[src/rtl/cpu_pkg.sv]
// Shared CPU definitions: datapath widths, ALU operand-select encodings and
// small helpers used by the pipeline registers and operand muxes.
package cpu_pkg;

  localparam int DATA_W    = 8;
  localparam int IMM_W     = 4;
  localparam int RIDX_W    = 2;
  localparam int OP_W      = 4;
  localparam int FWD_CNT_W = 16;

  localparam logic       SEL1_REG = 1'b0;
  localparam logic       SEL1_FWD = 1'b1;
  localparam logic [1:0] SEL2_REG = 2'b00;
  localparam logic [1:0] SEL2_FWD = 2'b01;
  localparam logic [1:0] SEL2_IMM = 2'b10;

  typedef enum logic [1:0] {
    ACT_LOAD   = 2'b00,
    ACT_HOLD   = 2'b01,
    ACT_BUBBLE = 2'b10
  } pipe_act_e;

  function automatic logic [FWD_CNT_W-1:0] sat_inc(input logic [FWD_CNT_W-1:0] v);
    return (v == {FWD_CNT_W{1'b1}}) ? v : v + {{(FWD_CNT_W-1){1'b0}}, 1'b1};
  endfunction

endpackage

[src/rtl/fwd_detect.sv]
// Combinational hazard check of the instruction in ID against the one
// currently in ID/MEX; yields the operand-select codes to be registered.
module fwd_detect
  import cpu_pkg::*;
#(
  parameter int RIDX_W = cpu_pkg::RIDX_W
) (
  input  logic              ex_valid_i,
  input  logic              ex_reg_write_i,
  input  logic [RIDX_W-1:0] ex_rd_i,
  input  logic [RIDX_W-1:0] rs1_i,
  input  logic [RIDX_W-1:0] rs2_i,
  input  logic              use_imm_i,
  output logic              sel1_o,
  output logic [1:0]        sel2_o,
  output logic              fwd_event_o
);

  logic hit1_s;
  logic hit2_s;

  always_comb begin
    hit1_s      = ex_valid_i & ex_reg_write_i & (ex_rd_i == rs1_i);
    hit2_s      = ex_valid_i & ex_reg_write_i & (ex_rd_i == rs2_i);
    sel1_o      = hit1_s ? SEL1_FWD : SEL1_REG;
    // The immediate wins over a register hit on operand 2.
    if (use_imm_i) begin
      sel2_o = SEL2_IMM;
    end else if (hit2_s) begin
      sel2_o = SEL2_FWD;
    end else begin
      sel2_o = SEL2_REG;
    end
    fwd_event_o = (sel1_o == SEL1_FWD) | (sel2_o == SEL2_FWD);
  end

endmodule

[src/rtl/id_mex_pipe.sv]
// ID/MEX pipeline register: captures decoded instruction and operands,
// registers the ALU operand selectors and counts forwarding events.
module id_mex_pipe
  import cpu_pkg::*;
#(
  parameter int DATA_W = cpu_pkg::DATA_W,
  parameter int IMM_W  = cpu_pkg::IMM_W,
  parameter int RIDX_W = cpu_pkg::RIDX_W,
  parameter int OP_W   = cpu_pkg::OP_W
) (
  input  logic              clk,
  input  logic              rst_n,
  input  logic              id_valid,
  input  logic [OP_W-1:0]   id_opcode,
  input  logic [RIDX_W-1:0] id_rs1,
  input  logic [RIDX_W-1:0] id_rs2,
  input  logic [RIDX_W-1:0] id_rd,
  input  logic [DATA_W-1:0] id_reg1,
  input  logic [DATA_W-1:0] id_reg2,
  input  logic [IMM_W-1:0]  id_imm,
  input  logic              id_use_imm,
  input  logic              id_reg_write,
  input  logic              pipe_hold,
  input  logic              pipe_flush,
  output logic              id_mex_valid,
  output logic              id_mex_reg_write,
  output logic [OP_W-1:0]   id_mex_opcode,
  output logic [RIDX_W-1:0] id_mex_rd,
  output logic [DATA_W-1:0] id_mex_reg1,
  output logic [DATA_W-1:0] id_mex_reg2,
  output logic [IMM_W-1:0]  instr_imm,
  output logic              fwd_unit_selector1,
  output logic [1:0]        fwd_unit_selector2,
  output logic [15:0]       fwd_count
);

  pipe_act_e         act_s;
  logic              sel1_s, fwd_event_s;
  logic [1:0]        sel2_s;

  logic              valid_q, valid_d, rw_q, rw_d, sel1_q, sel1_d;
  logic [OP_W-1:0]   op_q, op_d;
  logic [RIDX_W-1:0] rd_q, rd_d;
  logic [DATA_W-1:0] reg1_q, reg1_d, reg2_q, reg2_d;
  logic [IMM_W-1:0]  imm_q, imm_d;
  logic [1:0]        sel2_q, sel2_d;
  logic [15:0]       cnt_q, cnt_d;

  fwd_detect #(.RIDX_W(RIDX_W)) u_fwd_detect (
    .ex_valid_i     (valid_q),
    .ex_reg_write_i (rw_q),
    .ex_rd_i        (rd_q),
    .rs1_i          (id_rs1),
    .rs2_i          (id_rs2),
    .use_imm_i      (id_use_imm),
    .sel1_o         (sel1_s),
    .sel2_o         (sel2_s),
    .fwd_event_o    (fwd_event_s)
  );

  always_comb begin
    if (pipe_flush) begin
      act_s = ACT_BUBBLE;
    end else if (pipe_hold) begin
      act_s = ACT_HOLD;
    end else if (!id_valid) begin
      act_s = ACT_BUBBLE;
    end else begin
      act_s = ACT_LOAD;
    end
  end

  always_comb begin
    valid_d = valid_q;
    rw_d    = rw_q;
    op_d    = op_q;
    rd_d    = rd_q;
    reg1_d  = reg1_q;
    reg2_d  = reg2_q;
    imm_d   = imm_q;
    sel1_d  = sel1_q;
    sel2_d  = sel2_q;
    cnt_d   = cnt_q;
    case (act_s)
      ACT_LOAD: begin
        valid_d = 1'b1;
        rw_d    = id_reg_write;
        op_d    = id_opcode;
        rd_d    = id_rd;
        reg1_d  = id_reg1;
        reg2_d  = id_reg2;
        imm_d   = id_imm;
        sel1_d  = sel1_s;
        sel2_d  = sel2_s;
        cnt_d   = fwd_event_s ? sat_inc(cnt_q) : cnt_q;
      end
      ACT_BUBBLE: begin
        // The forwarding counter survives bubbles.
        valid_d = 1'b0;
        rw_d    = 1'b0;
        op_d    = '0;
        rd_d    = '0;
        reg1_d  = '0;
        reg2_d  = '0;
        imm_d   = '0;
        sel1_d  = SEL1_REG;
        sel2_d  = SEL2_REG;
      end
      ACT_HOLD: begin
        cnt_d = cnt_q;
      end
      default: begin
        cnt_d = cnt_q;
      end
    endcase
  end

  always_ff @(posedge clk or negedge rst_n) begin
    if (!rst_n) begin
      valid_q <= 1'b0;
      rw_q    <= 1'b0;
      op_q    <= '0;
      rd_q    <= '0;
      reg1_q  <= '0;
      reg2_q  <= '0;
      imm_q   <= '0;
      sel1_q  <= SEL1_REG;
      sel2_q  <= SEL2_REG;
      cnt_q   <= 16'h0000;
    end else begin
      valid_q <= valid_d;
      rw_q    <= rw_d;
      op_q    <= op_d;
      rd_q    <= rd_d;
      reg1_q  <= reg1_d;
      reg2_q  <= reg2_d;
      imm_q   <= imm_d;
      sel1_q  <= sel1_d;
      sel2_q  <= sel2_d;
      cnt_q   <= cnt_d;
    end
  end

  assign id_mex_valid       = valid_q;
  assign id_mex_reg_write   = rw_q;
  assign id_mex_opcode      = op_q;
  assign id_mex_rd          = rd_q;
  assign id_mex_reg1        = reg1_q;
  assign id_mex_reg2        = reg2_q;
  assign instr_imm          = imm_q;
  assign fwd_unit_selector1 = sel1_q;
  assign fwd_unit_selector2 = sel2_q;
  assign fwd_count          = cnt_q;

endmodule
[config.mk]
export PLATFORM = sky130hd
export DESIGN_NAME = id_mex_pipe
export DESIGN_NICKNAME = d
export VERILOG_FILES = /design/src/rtl/cpu_pkg.sv /design/src/rtl/fwd_detect.sv /design/src/rtl/id_mex_pipe.sv
export SDC_FILE = /design/constraint.sdc
export NUM_CORES = 1
export LEC_CHECK = 0
export ABC_AREA = 1
export CAP_MARGIN = 20
export CORE_ASPECT_RATIO = 1.1
export CORE_UTILIZATION = 35
export CTS_CLUSTER_DIAMETER = 60
export CTS_CLUSTER_SIZE = 40
export DETAILED_ROUTE_END_ITERATION = 10
export GPL_TIMING_DRIVEN = 0
export PLACE_DENSITY = 0.62
export SETUP_SLACK_MARGIN = 0.3
export SLEW_MARGIN = 20
export SYNTH_ARGS = -nofsm -noshare
export SYNTH_HDL_FRONTEND = slang
export SYNTH_HIERARCHICAL = 1
export SYNTH_SLANG_ARGS = --single-unit
[constraint.sdc]
create_clock -name clk -period 2.7 [get_ports clk]
set_input_delay 0.27 -clock clk [delete_from_list [all_inputs] [get_ports clk]]
set_output_delay 0.27 -clock clk [all_outputs]
set_load 0.005 [all_outputs]
==> impl_metrics.ini, run 1 <==
[finish]
final_common_cell = clkdlybuf4s50_1
antennaDiodeCount = 0
nets = 392
layout-drive-gt1-share_pct = 7.91
final_core_util_pct = 53.8
syn_to_final_growth_pct = 45.8
finalNonFillerCells = 434
final_cell_mix = clkdlybuf4s50_1 (82), nand2_1 (79), dfrtp_1 (47), a32o_1 (30), inv_1 (28)

[critical_path]
crit_path_start_kind = flip-flop
end_kind = flip-flop
crit_start = fwd_count[0]
cp_data_arrival_time_ns = 1.89
worstReg2RegEnd = fwd_count[4]
r2r_slack_ns = 1.0
r2r_cells = 11
crit-reg2reg-launch = fwd_count[0]
crit_type = reg -> reg
required_ns = 2.89
cp_max_fo = 10
cp-endpoint = fwd_count[4]

[clock_tree]
clock_path_buffers = 2
clk_pin_slew_worst_paths_ns = 0.08
cts.htree.levels = 2
clock_sinks = 47
postCtsSetupBuffers = 0
clk_latency_ns = 0.29
cts_made_buffers = 5
cts_root_buf = clkbuf_8
cts_tree = yes
cts-resized-gates = 0

[detailed_routing]
antenna_left = 0
vias_per_cell = 4.95
wl_per_cell_microns = 13.9
wl_mm = 6.02
num_vias = 2150
drcViolationCount = 0
drt_first_pass_iters = 4
drt_iter0_markers = 114

[place]
hpwl_mm = 4.43
preCtsSetupSlack_ns = 0.753
placed_cells = 426
numPortBuffers = 83
place_congestion = 0.840

[sta]
setup_violations = 0
worst_pin_slew_ns = 0.514
finalCritPeriodShare_pct = 63.1
drv_slew = 0
finalCriticalPeriod_ns = 1.70
max_freq_ghz = 0.587
hold_violations = 0
grt_setup_unrepaired = false
clock_skew_ns = 0.00235
setup_ws_ns = 0.995
relSlewSlack_pct = 65.8
tns_ns = 0

[yosys]
yosys.area.top_type = dfrtp_1
ys_seq_elements = 47
avgSynthCellArea_sq_um = 8.83
yosysWarningCount = 6
yosysSeqAreaShare_pct = 50.8
synth_area_sq_um = 2310
synth_cell_types = 21
synth_top_cell_area_share_pct = 50.8
syn_inst = 262
syn_nets = 300
synthTopCellsByArea = dfrtp_1 (51%), a32o_1 (13%), nand2_1 (13%), nand3_1 (5.4%), inv_1 (4.5%)

[global_route]
grt.total_usage_pct = 18.6
grt_start_max_net_pins = 28
grt_pass1_wl_mm = 9.97
grt_antenna_before_repair = 0
grt_pass1_vias = 2154
grtUsageMet2_pct = 32.4
gr-usage-met1_pct = 23.4
grt_overflow_total = 0
busiest_layer = met2
grtUsageMet3_pct = 4.71

[floorplanning]
dieWidth_microns = 79.5
core_area_sq_um = 6270
start_util_pct = 36.9
row_count = 30
die_h_microns = 87.3
dieArea_sq_um = 6940
ios = 84

[run]
drv_cap = 0

[hold_path]
hold_class = in -> async

[power_and_ir_drop]
powerDensity_nw_per_um2 = 414
irDropWorstVdd_v = 0.000254
p_leak_uw = 0.00149

[status]
status = completed
synth_stat cells:
library cell,number
ha_1,1
buf_6,2
inv_2,2
xor2_1,2
clkbuf_1,6
buf_2,3
nand3_2,1
nor2_4,3
a21oi_1,1
a21oi_2,2
buf_4,3
nor2_2,1
nand4_1,2
a32o_1,30
nand2_1,79
inv_1,28
nand3b_1,2
dfrtp_1,47
nand2_2,3
nor2_1,19
nand3_1,25
stage by stage:
| step | total power, uW | instance area (sq um) | hold slack (ns) |
|---|---|---|---|
| global placement | 907 | 3240 | 0.505 |
| finish | 1400 | 3370 | 0.484 |
| global route | 1460 | 3370 | 0.529 |
| floorplan | 789 | 2310 | -0.0256 |
| CTS | 1420 | 3370 | 0.502 |
| detailed placement | 911 | 3260 | 0.273 |
worst min path at each step:
| stage | start | end | slack (ns) | depth (start not counted) |
|---|---|---|---|---|
| floorplan | rst_n | fwd_count[0] | -0.03 | 0 |
| global placement | fwd_count[14] | fwd_count[14] | 0.51 | 2 |
| detailed placement | rst_n | fwd_count[6] | 0.27 | 1 |
| CTS | rst_n | fwd_count[6] | 0.50 | 2 |
| global route | rst_n | fwd_count[6] | 0.53 | 2 |
| finish | rst_n | fwd_count[6] | 0.48 | 2 |
worst max-delay path: stages, from the launching register on:
cell	delay, ns
dfrtp_1	0.43
ha_1	0.21
buf_4	0.15
inv_1	0.06
nor2_2	0.05
nand2_2	0.11
nor2_4	0.05
nor2_4	0.19
buf_6	0.18
nand2_1	0.05
nand2_1	0.06
nand2_1	0.05
registers in the layout, summed over array words and instances (netlist names):
signal	flops
id_mex_reg2	8
fwd_unit_selector1	1
id_mex_valid	1
id_mex_rd	2
fwd_count	16
id_mex_reg1	8
id_mex_opcode	4
id_mex_reg_write	1
instr_imm	4
fwd_unit_selector2	2
report_power, final:
| group | switching (uW) | internal, uW | total, uW | leakage [uW] |
|---|---|---|---|---|
| logic | 67.1 | 97.1 | 164 | 0.000794 |
| clock network | 230 | 272 | 501 | 0.0000513 |
| registers | 11.2 | 720 | 732 | 0.000647 |
what timing repair did:
item                                    in CTS  in global routing
endpoints found under the setup margin       0                  0
hold endpoints to repair                    20                  0
hold buffers                                 1                  0
kinds of logic (layout without fill, tap and decap cells):
group | count (synthesis) | in the layout | share of synthesized area (%)
buffers and inverters | 44 | 136 | 8.44
flip-flops | 47 | 47 | 50.8
XOR/XNOR | 2 | 2 | 0.757
AO/OA/AOI/OAI | 33 | 33 | 14.0
adder cells (fa/ha/maj) | 1 | 1 | 0.541
AND/OR/NAND/NOR | 135 | 135 | 25.5
layer usage:
metal	vias up	share of wire, %
li1	1060	-
met1	1019	43
met2	69	51
met3	2	6.2
met4	0	0.28
met5	-	0
area by class of cell:
type | instances | area [sq um]
fillers | 593 | 2900
clock buffers | 6 | 72.6
well taps | 80 | 100
flip-flops and latches | 47 | 1180
inverters | 30 | 113
plain buffers | 14 | 82.6
clock inverters | 1 | 30.0
repair buffers | 85 | 856
multi-input cells | 171 | 942
No activity file was read; power rests on OpenSTA's default activity.
==> run 2, diff against run 1 <==
clock period = 1.75 ns   (was 2.7 ns; I/O delays follow)
==> run 2 against run 1 <==
Effect of this change: non-clock buffer count rose by 17; combinational power up 55%; utilization up 3.7 points; critical path type unchanged; via count increased by 3.3%; sequential share of layout area shrank 2.0 points; cell count increased by 4.1%; clock-buffer cell count unchanged; critical endpoint is now fwd_count[7]; largest cell class unchanged.
==> impl_metrics.ini, run 2 (synthesized netlist as in run 1, its figures left out) <==
[status]
status = completed

[floorplanning]
dieArea_sq_um = 6940
start_util_pct = 36.9
row_count = 30
die_h_microns = 87.3
dieWidth_microns = 79.5
ios = 84
core_area_sq_um = 6270

[power_and_ir_drop]
total_power_uw = 2200
p_leak_uw = 0.00177
irDropWorstVdd_v = 0.000420
powerDensity_nw_per_um2 = 611

[finish]
final_cell_mix = nand2_1 (72), clkdlybuf4s50_1 (71), dfrtp_1 (41), a32o_1 (30), inv_1 (27)
syn_to_final_growth_pct = 55.7
layout-drive-gt1-share_pct = 17.7
fillers = 598
largest_reg_flops = 16
design_area_sq_um = 3600
final_common_cell = nand2_1
finalNonFillerCells = 452
antennaDiodeCount = 0
nets = 409

[clock_tree]
cts.htree.levels = 2
clock_path_buffers = 2
cts_made_buffers = 5
clk_latency_ns = 0.29
cts_root_buf = clkbuf_8
cts_tree = yes
clock_sinks = 47
clk_pin_slew_worst_paths_ns = 0.09

[global_route]
grt_pass1_vias = 2124
grt_pass1_wl_mm = 9.98
grt.total_usage_pct = 18.5
grt_overflow_total = 0
grt_antenna_before_repair = 0
grt_start_max_net_pins = 32

[place]
place_congestion = 0.810
dpl-instance-area_sq_um = 3270
placed_cells = 426
numPortBuffers = 83
hpwl_mm = 4.36

[detailed_routing]
vias_per_cell = 4.91
num_vias = 2220
drcViolationCount = 0
wl_per_cell_microns = 13.6
wl_mm = 6.13
drt_first_pass_iters = 4
drt_iter0_markers = 85
antenna_left = 0

[critical_path]
crit-reg2reg-launch = fwd_count[0]
cp_data_arrival_time_ns = 1.72
crit_chain = ha_2 > buf_6 > inv_4 > nor2_4 > nand2_4 > nor2_4 > nor2_4 > buf_6 > nand2_2 > nand2_1 > nand2_1
r2r_slack_ns = 0.21
r2r_cells = 11
crit_type = reg -> reg
cp_common_cell = nor2_4
crit_path_start_kind = flip-flop
cpMaxStageDelayCell = dfrtp_1
required_ns = 1.93
end_kind = flip-flop
critPathMaxStageDelay_ns = 0.43
worstReg2RegEnd = fwd_count[7]
cp_max_fo = 5

[sta]
finalCritPeriodShare_pct = 88.1
grt_setup_unrepaired = true
setup_violations = 0
hold_violations = 0
drv_slew = 0
tns_ns = 0
relSlewSlack_pct = 69.3
clock_skew_ns = 0.00995
max_freq_ghz = 0.648
worst_pin_slew_ns = 0.461
finalCriticalPeriod_ns = 1.54

[hold_path]
hold_depth = 2
hold_class = in -> reg
hp-start = pipe_hold
whs_endpoint = fwd_unit_selector2[0]

[run]
drv_cap = 0
[run 2: changes by cell type in the layout (fill, tap and decap cells not counted), sizes merged]
cell,before,now
buf,10,27
clkdlybuf4s50,82,71
clkinv,0,1
dlygate4sd2,0,2
dlymetal6s2s,0,9
[run 2: repair_timing]
item                                    in CTS  in global routing
pin swaps                                    6                  7
endpoints found under the setup margin      25                 30
cloned                                       1                  0
resized for setup                           17                 18
endpoints found under the hold margin       16                  0
hold buffers                                 1                  0
buffers inserted                            10                  6
[run 2: worst max path at each step]
stage                       startpoint            to  slack [ns]  cells past startpoint
after global placement           rst_n  instr_imm[3]       -0.90                      1
after detailed placement     pipe_hold  fwd_count[0]       -0.13                      8
after floorplan           fwd_count[0]  fwd_count[4]        0.28                     11
after CTS                 fwd_count[0]  fwd_count[7]        0.22                     11
final                     fwd_count[0]  fwd_count[7]        0.21                     11
after global routing      fwd_count[0]  fwd_count[7]        0.13                     10
[run 2: metrics by stage]
| stage | setup slack [ns] | hold WS, ns | util [%] |
|---|---|---|---|
| after floorplan | 0.280 | -0.121 | - |
| after global placement | -0.897 | 0.507 | 51.9 |
| after detailed placement | -0.126 | 0.128 | 52.1 |
| after CTS | 0.218 | 0.330 | 56.0 |
| after global routing | 0.126 | 0.326 | 57.5 |
| final | 0.207 | 0.293 | 57.5 |
[run 2: final cells by class]
type | instances | area (sq um) | share of cell area (%)
plain buffers | 14 | 86.3 | 2.40
multi-input cells | 171 | 985 | 27.3
flip-flops and latches | 47 | 1180 | 32.9
inverters | 30 | 115 | 3.20
clock inverters | 2 | 35.0 | 0.973
repair buffers | 102 | 1010 | 28.2
clock buffers | 6 | 82.6 | 2.29
well taps | 80 | 100 | 2.78
[run 2: critical path: cells and delay by family, from the launching register on]
family,cells,cell delay (ns)
fa+ha+maj,1,0.19
simple gates,7,0.49
buf+inv,3,0.31
flops,1,0.43
[run 2: routing by layer]
| layer | share of wire, % | vias up | routed length, microns | track usage (%) |
|---|---|---|---|---|
| li1 | - | 1095 | - | - |
| met1 | 44 | 1060 | 2690 | 23.3 |
| met2 | 49 | 63 | 2980 | 30.8 |
| met3 | 7.1 | 2 | 432 | 5.76 |
| met4 | 0.38 | 0 | 23 | 4.46 |
| met5 | 0 | - | 0 | 0 |
[run 2: power breakdown]
part | internal [uW] | switching, uW | total [uW]
combinational | 152 | 102 | 255
clock | 462 | 355 | 817
sequential | 1110 | 16.8 | 1130
==> run 3, diff against run 2 <==
CAP_MARGIN = unset   (was 20)
SETUP_SLACK_MARGIN = 0.1   (was 0.3)
==> run 3 against run 2 <==
Effect of this change: power shrank 1.6%; largest cell class unchanged; worst hold slack gained 0.090 ns; combinational power is essentially flat; utilization shrank 2.8 points; maximum frequency grew 0.25%; sequential power is essentially flat; sequential cell count is the same; non-clock buffer count shrank 12; setup slack gained 0.0038 ns; routed wire length shrank 0.18%.
==> impl_metrics.ini, run 3 (synthesized netlist as in run 1, its figures left out) <==
[critical_path]
crit_chain = ha_2 > buf_4 > inv_2 > nor2_4 > nand2_4 > nor2_4 > nor2_4 > buf_4 > nand2_1 > nand2_1 > nand2_1
crit_buf_inv = 3
end_kind = flip-flop
required_ns = 1.94
crit_path_start_kind = flip-flop
critPathMaxStageDelay_ns = 0.42
cp_data_arrival_time_ns = 1.73
cpMaxStageDelayCell = dfrtp_1
crit_type = reg -> reg
cp_max_fo = 7
path_delay_family = simple AND/OR/NAND/NOR gates

[sta]
clock_skew_ns = 0.00493
worst_pin_slew_ns = 0.512
hold_violations = 0
finalCritPeriodShare_pct = 87.9
grt_setup_unrepaired = false
holdWs_ns = 0.383
finalCriticalPeriod_ns = 1.54
setup_ws_ns = 0.211
relSlewSlack_pct = 65.8
drv_slew = 0
max_freq_ghz = 0.650
setup_violations = 0

[power_and_ir_drop]
irDropWorstVdd_v = 0.000392
total_power_uw = 2160
pwr-share-comb_pct = 11.9
p_leak_uw = 0.00153
p_sw_uw = 482
clkPwrFrac_pct = 36.0
switching_share_pct = 22.2
powerDensity_nw_per_um2 = 631
intPower_uw = 1680
seqPwrFrac_pct = 52.1

[clock_tree]
cts.htree.levels = 2
clock_path_buffers = 2
cts_root_buf = clkbuf_8
clock_sinks = 47
cts_made_buffers = 5
clk_pin_slew_worst_paths_ns = 0.09
cts_tree = yes
clk_latency_ns = 0.29

[finish]
fillers = 590
final_common_cell = clkdlybuf4s50_1
final_core_util_pct = 54.7
nets = 397
syn_to_final_growth_pct = 48.2
largest_reg_flops = 16
final_cell_mix = clkdlybuf4s50_1 (82), nand2_1 (78), dfrtp_1 (47), a32o_1 (30), inv_1 (27)
layout-drive-gt1-share_pct = 10.6
antennaDiodeCount = 0

[floorplanning]
ios = 84
dieArea_sq_um = 6940
dieWidth_microns = 79.5
die_h_microns = 87.3
core_area_sq_um = 6270
row_count = 30
start_util_pct = 36.9

[detailed_routing]
vias_per_cell = 4.97
antenna_left = 0
wl_mm = 6.12
num_vias = 2183
drt_iter0_markers = 103
drcViolationCount = 0
wl_per_cell_microns = 13.9
drt_first_pass_iters = 4

[global_route]
grt_antenna_before_repair = 0
grt.total_usage_pct = 18.7
grt_overflow_total = 0
grt_start_max_net_pins = 28
grt_pass1_vias = 2174
grt_pass1_wl_mm = 10.0

[place]
preCtsSetupSlack_ns = -0.102
numPortBuffers = 83
place_congestion = 0.840
hpwl_mm = 4.43

[status]
status = completed

[run]
drv_cap = 0

[hold_path]
hold_class = in -> async
==> run 3: changes by cell type in the layout (fill, tap and decap cells not counted), moves of 6 or more <==
cell and change:
buf_4 -9, dfrtp_1 +6, dlymetal6s2s_1 -9, nand2_2 -6
dfrtp_2 -6, clkdlybuf4s50_1 +11, nand2_1 +6
==> run 3: stage by stage <==
stage	instances	TNS (ns)	area, sq um
after global routing	439	0	3430
after CTS	437	0	3400
after floorplan	262	0	2310
after detailed placement	426	-0.828	3260
final	439	0	3430
after global placement	425	-43.85	3240
==> run 3: final timing paths <==
kind	to	startpoint	slack, ns	cells past startpoint
setup / recovery	fwd_count[13]	fwd_count[1]	0.21	11
hold / removal	fwd_count[6]	rst_n	0.38	2
setup reg to reg	fwd_count[13]	fwd_count[1]	0.21	11
hold reg to reg	id_mex_reg1[5]	id_mex_reg1[5]	0.54	1
max in group asynchronous	fwd_count[8]	rst_n	0.84	3
min in group clk	id_mex_reg2[0]	id_reg2[0]	0.48	2
==> run 3: layout make-up <==
type                    count  area [sq um]  share of cell area (%)
plain buffers              14          82.6                    2.41
repair buffers             90           891                    26.0
inverters                  30           113                    3.28
clock buffers               6          72.6                    2.12
multi-input cells         171           965                    28.1
well taps                  80           100                    2.92
clock inverters             1          30.0                   0.876
flip-flops and latches     47          1180                    34.3
==> run 3: power groups by stage <==
| stage | Clock [uW] | Sequential (uW) | Combinational, uW |
|---|---|---|---|
| after global routing | 844 | 1130 | 281 |
| after detailed placement | 0 | 1150 | 256 |
| after CTS | 800 | 1130 | 262 |
| final | 779 | 1130 | 258 |
| after floorplan | 0 | 1150 | 66.2 |
| after global placement | 0 | 1150 | 249 |
==> run 3: routing by layer <==
metal / track usage, % / routed length (microns) / share of wire [%] / vias up
met3: 4.71 / 354 / 5.8 / 5
met2: 32.8 / 3080 / 50 / 65
met4: 3.47 / 47 / 0.77 / 0
met5: 0 / 0 / 0 / -
li1: - / - / - / 1069
met1: 23.1 / 2630 / 43 / 1044
==> run 3: timing repair <==
| item | 4_1_cts | 5_1_grt |
|---|---|---|
| hold buffers | 1 | 0 |
| endpoints found under the hold margin | 20 | 0 |
| endpoints found under the setup margin | 11 | 16 |
| resized for setup | 1 | 6 |
| pin swaps | 1 | 3 |
| setup buffers | 3 | 1 |
| gates cloned | 0 | 1 |
